<file path="config.mk">
export PLATFORM = sky130hd
export DESIGN_NAME = counter8_jk_seq
export DESIGN_NICKNAME = d
export VERILOG_FILES = /design/src/rtl/counter8_jk_seq.sv
export SDC_FILE = /design/constraint.sdc
export NUM_CORES = 1
export LEC_CHECK = 0
export ABC_AREA = 1
export CORE_MARGIN = 8
export CORE_UTILIZATION = 39
export DETAILED_ROUTE_END_ITERATION = 10
export GPL_TIMING_DRIVEN = 0
export REMOVE_ABC_BUFFERS = 1
export SKIP_LAST_GASP = 1
export SLEW_MARGIN = 20
export SYNTH_ARGS = -nofsm -noshare
export SYNTH_HDL_FRONTEND = slang
export SYNTH_SLANG_ARGS = --single-unit
</file>
<file path="constraint.sdc">
create_clock -name CLK -period 2.75 [get_ports CLK]
set_input_delay 0.6875 -clock CLK [delete_from_list [all_inputs] [get_ports CLK]]
set_output_delay 0.6875 -clock CLK [all_outputs]
set_load 0.005 [all_outputs]
</file>
<file path="src/rtl/counter8_jk_seq.sv">
// 8-bit modulo counter (hold/up/down/load, 0..MOD_MAX) built from JK-style bit cells; 1-cycle latency.
// Optional COUNTER8_JK_EXCITE_OUT_EN exposes the per-bit J/K excitation as J_VEC/K_VEC.

module counter8_jk_cell (
  input  logic clk,
  input  logic rst,
  input  logic rst_val,
  input  logic j,
  input  logic k,
  output logic q
);

  always_ff @(posedge clk) begin
    if (rst) begin
      q <= rst_val;
    end else begin
      case ({j, k})
        2'b00:   q <= q;
        2'b01:   q <= 1'b0;
        2'b10:   q <= 1'b1;
        default: q <= ~q;
      endcase
    end
  end

endmodule

module counter8_jk_seq #(
  parameter logic [7:0] RESET_VAL = 8'h00
) (
  input  logic       CLK,
  input  logic       RST,
  input  logic       EN,
  input  logic [1:0] MODE,
  input  logic [7:0] D,
  input  logic [7:0] MOD_MAX,
  output logic [7:0] Q,
  output logic       TC,
`ifdef COUNTER8_JK_EXCITE_OUT_EN
  output logic       WRAP,
  output logic [7:0] J_VEC,
  output logic [7:0] K_VEC
`else
  output logic       WRAP
`endif
);

  localparam logic [1:0] MODE_HOLD = 2'b00;
  localparam logic [1:0] MODE_UP   = 2'b01;
  localparam logic [1:0] MODE_DOWN = 2'b10;
  localparam logic [1:0] MODE_LOAD = 2'b11;

  logic [7:0] state;
  logic [7:0] next_state;
  logic       wrap_next;
  logic       active;
  logic       at_top;
  logic       at_zero;
  logic [7:0] j;
  logic [7:0] k;
  logic       wrap_r;

  assign active  = !RST && EN && (MODE != MODE_HOLD);
  assign at_top  = (state >= MOD_MAX);
  assign at_zero = (state == 8'h00);

  always_comb begin
    next_state = state;
    wrap_next  = 1'b0;
    if (active) begin
      case (MODE)
        MODE_UP: begin
          if (at_top) begin
            next_state = 8'h00;
            wrap_next  = 1'b1;
          end else begin
            next_state = state + 8'h01;
          end
        end
        MODE_DOWN: begin
          // An out-of-range count (e.g. after MOD_MAX shrinks) snaps to the limit without a wrap.
          if (at_zero) begin
            next_state = MOD_MAX;
            wrap_next  = 1'b1;
          end else if (state > MOD_MAX) begin
            next_state = MOD_MAX;
          end else begin
            next_state = state - 8'h01;
          end
        end
        MODE_LOAD: begin
          next_state = (D <= MOD_MAX) ? D : MOD_MAX;
        end
        default: begin
          next_state = state;
        end
      endcase
    end
  end

  // Excitation is derived from the target, so J and K are never both high.
  assign j = active ? (~state &  next_state) : 8'h00;
  assign k = active ? ( state & ~next_state) : 8'h00;

  genvar i;
  generate
    for (i = 0; i < 8; i++) begin : g_bit
      counter8_jk_cell u_cell (
        .clk     (CLK),
        .rst     (RST),
        .rst_val (RESET_VAL[i]),
        .j       (j[i]),
        .k       (k[i]),
        .q       (state[i])
      );
    end
  endgenerate

  always_ff @(posedge CLK) begin
    if (RST) begin
      wrap_r <= 1'b0;
    end else begin
      wrap_r <= wrap_next;
    end
  end

  assign Q    = state;
  assign WRAP = wrap_r;
  assign TC   = !RST && EN &&
                (((MODE == MODE_UP) && at_top) || ((MODE == MODE_DOWN) && at_zero));

`ifdef COUNTER8_JK_EXCITE_OUT_EN
  assign J_VEC = j;
  assign K_VEC = k;
`endif

endmodule

</file>
==> summary by stage <==
Run status
The run finished with clean final reports.

Routing
In the final routed layout, each cell accounts on average for 15.4 um. The number of violations reported at the end of detailed-routing iteration 0 is 94. The final routed DRC violation total is 0. The first detailed-routing pass took 4 iterations. The number of antenna-violating nets in the routed design is 0. The wire length after detailed routing is 6.98 mm. The final route contains 2367 vias. The ratio of routed vias to standard cells is 5.23.

Synthesis
Synthesis inferred 9 register bits. The mean area per synthesized cell is 6.47 um^2. For this run, the number of Yosys warnings is 0. The number of enable-type register cells in the synthesized netlist is 0. Counting every instance in the synthesized netlist gives 332. Sequential cells were found to cover 8.39% of the synthesized design area.

The proportion of register bits with asynchronous set or reset after synthesis is 0%. The synthesized netlist occupies a cell area of 0.00215 mm^2. The flip-flop cell with the highest count after synthesis is dfxtp_1. The synthesized netlist contains 36 unique library cells.

Worst setup path
At the worst endpoint, the arrival time is 2.83 ns. Together, buffers and inverters on the worst path number 3. The signal on the critical path passes through clkdlybuf4s15_2 > ha_1 > inv_1 > nand2_1 > nand2_1 > nand2_1 > nand2_1 > nand2_2 > nand2_4 > nand2_8 > buf_4 > a21oi_2 > nor2_2 > o21ai_1 > ha_4 > a211oi_2 > a211oi_1.

The critical path starts at MOD_MAX[0]. The cell with the largest stage delay on the worst path is ha_4. STA puts the critical path data required time at 2.86 ns. The worst setup path is captured at a register.

For this run, the slowest stage of the critical path takes 0.25 ns. The most numerous cell type found on the critical path is nand2_1. The critical path is of the in -> reg type. Along the worst path, the maximum fanout reaches 8. The family with the most delay on the worst path is compound AO/OA/AOI/OAI gates. STA classifies the critical path startpoint as a primary input. The reg-to-reg startpoint is g_bit[0].u_cell.q.

Place
The global placer's final weighted congestion is 0.801. Summing all placed instances gives a cell area of 0.00240 mm^2. Counting tap cells, the placed design contains a total of 417 instances. Once detailed placement completed, the half-perimeter wirelength came to 4.24 mm. The count of port buffers added during placement is 30.

Final layout
The count of inserted antenna diode cells is 0. Of the cells placed in the final design, the portion with a size suffix greater than 1 is 49.1%. Cells fill 61.6% of the core in the end.

Across the whole layout, storage elements account for 188 um^2. After the last flow step, the layout net total stands at 441. The final non-filler cell total is 453. The area growth from synthesis to final layout is 55.0%. Summing all multi-input logic gate instances after layout gives 0.00226 mm^2. The post-route cell area is 0.00333 mm^2. The number of fill cells in the layout is 490.

Pwr
The fraction of power consumed by combinational cells is 64.4%. The completed layout was analyzed and its total power is 983 uW. The proportion of total power due to net switching is 46.8%. In this run, flip-flops and latches consume 17.4% of the power. The worst supply voltage drop on vdd is 0.181 mV.

The analysis attributes to cell leakage a power of 0.00137 uW. The total internal power is 523 uW. The analysis attributes to net switching a power of 460 uW. Dividing total power by cell area gives a power density of 295 mW/mm^2. The clock power share is 18.2%.

STA
Headroom to the max-slew limit came out at 63.6%. The transition time at the pin with the least slew margin is 0.546 ns. The aggregate negative setup slack is 0 ns. Setup violations remaining at the end of the flow were counted as 0. The final critical delay including setup and external delays is 2.72 ns. The final hold violation count is 0. Derived from the worst setup path, the maximum achievable clock frequency is 368 MHz. The worst-case clock skew is 0.00131 ns. The number of pins with negative max-slew slack in the final report is 0. After layout, the worst path uses 98.9% of the clock period.

Clocking
The clock-pin slew of the registers on the worst-case setup and hold paths is 0.06 ns. CTS built an H-tree with a depth of 1. The number of buffers created by CTS is 3. In this run the deepest clock path goes through 2 buffers. The tree is rooted in a clkbuf_8. TritonCTS built the clock tree.

The cts-stage hold buffer count is 0. The clock latency at the later pin of the worst-skew pair is 0.25 ns. CTS saw 9 sinks.

Die
The top-level I/O count is 31. The initial cell density of the core is 39.7%. The number of standard-cell rows in the floorplan is 27. In this run the vertical extent of the chip is 90.2 um. The die is 90.2 um wide. The area of the placeable core is 0.00541 mm^2. The die covers 0.00814 mm^2.

GRT
After global routing the overflow that remains totals 0. For this run, the total global-route usage over all layers was measured as 15.6%. The number of antenna violations at the first check in global routing is 0. The global-route wire length before repair is 10.7 mm. The largest net degree at the start of global routing is 17. The via count of the first global-routing pass is 2322.

Min path
The path class of the tightest hold or removal check is reg -> reg. The worst min-delay path startpoint is g_bit[1].u_cell.q.

Run
The count of maximum capacitance violations is 0.
==> stage by stage <==
step                setup slack (ns)  hold WS, ns
floorplan                     0.0841        0.579
global placement              -0.954        0.659
detailed placement            -0.950        0.660
CTS                          0.00209        0.666
global route                 -0.0945        0.660
finish                        0.0298        0.624
==> placed cells by master, fill, tap and decap left out, types with 6 or more instances in the layout <==
cell type / count
nand2_2: 21
buf_4: 25
nor2_2: 19
nand2_4: 6
a211oi_1: 6
inv_1: 29
a211oi_2: 10
inv_4: 7
nand4_1: 6
nand3_1: 21
ha_1: 13
a21oi_2: 8
clkdlybuf4s50_1: 10
nor2_1: 33
ha_4: 21
nor2_4: 9
dfxtp_2: 6
inv_2: 6
clkbuf_2: 6
xor2_1: 6
nand2_1: 45
==> routing by layer <==
metal  track usage [%]  wire length, um  vias to the layer above
li1                  -                -                     1180
met1              17.6             2870                     1114
met2              29.1             3680                       59
met3              3.16              303                       14
met4              3.47              130                        0
met5                 0                0                        -
==> path summary, 6_finish.rpt <==
path              slack [ns]                end  cells past startpoint
setup / recovery        0.03  g_bit[1].u_cell.q                     17
hold / removal          0.62  g_bit[1].u_cell.q                      2
setup reg to reg        0.10  g_bit[1].u_cell.q                     17
hold reg to reg         0.62  g_bit[1].u_cell.q                      2
==> worst reg2reg max path, delay by kind of cell, from the launching register on <==
| kind | cells | cell delay [ns] |
|---|---|---|
| simple gates | 8 | 0.65 |
| fa+ha+maj | 2 | 0.46 |
| compound gates | 4 | 0.65 |
| flops | 1 | 0.42 |
| buf+inv | 3 | 0.34 |
==> repair_timing <==
action,CTS,global route
pin swaps,41,45
gates cloned,1,1
setup buffers,21,9
endpoints found under the setup margin,9,9
resized for setup,117,90
==> cell families (layout without fill, tap and decap cells) <==
logic type | Yosys count | after routing | synth area share (%)
adder cells (fa/ha/maj) | 38 | 38 | 22.1
XOR/XNOR | 7 | 7 | 2.85
AND/OR/NAND/NOR | 175 | 177 | 39.4
buffers and inverters | 62 | 109 | 14.4
AO/OA/AOI/OAI | 41 | 41 | 12.9
flip-flops | 9 | 9 | 8.39
==> power by group through the flow <==
stage,sequential (uW),combinational [uW],clock [uW]
floorplan,161,307,0
global placement,167,416,0
detailed placement,167,425,0
CTS,168,526,180
global route,173,692,191
finish,171,633,179
==> cell usage after synthesis (5+ instances only) <==
cell / count / area share [%]
inv_1: 42 / 7.3
a21oi_2: 7 / 2.9
buf_4: 8 / 2.8
nand4_1: 6 / 1.7
a21oi_1: 6 / 1.4
nor2_2: 13 / 3.8
nand3_1: 23 / 5.4
nand2_1: 68 / 12
ha_1: 38 / 22
a211oi_1: 16 / 5.6
o21ai_1: 8 / 1.9
dfxtp_1: 9 / 8.4
nor2_1: 46 / 8.0
nor3_1: 5 / 1.2
xor2_1: 6 / 2.4
==> layout make-up <==
cell class / instances / share of cell area (%)
clock buffer: 4 / 1.35
inverter: 45 / 5.97
multi-input combinational: 263 / 68.0
sequential: 9 / 5.63
tap: 72 / 2.70
timing repair buffer: 60 / 16.3
==> state kept, by name, summed over array words and instances (netlist names) <==
register / count
WRAP: 1
g_bit.u_cell.q: 8
No activity file was read; power rests on OpenSTA's default activity.
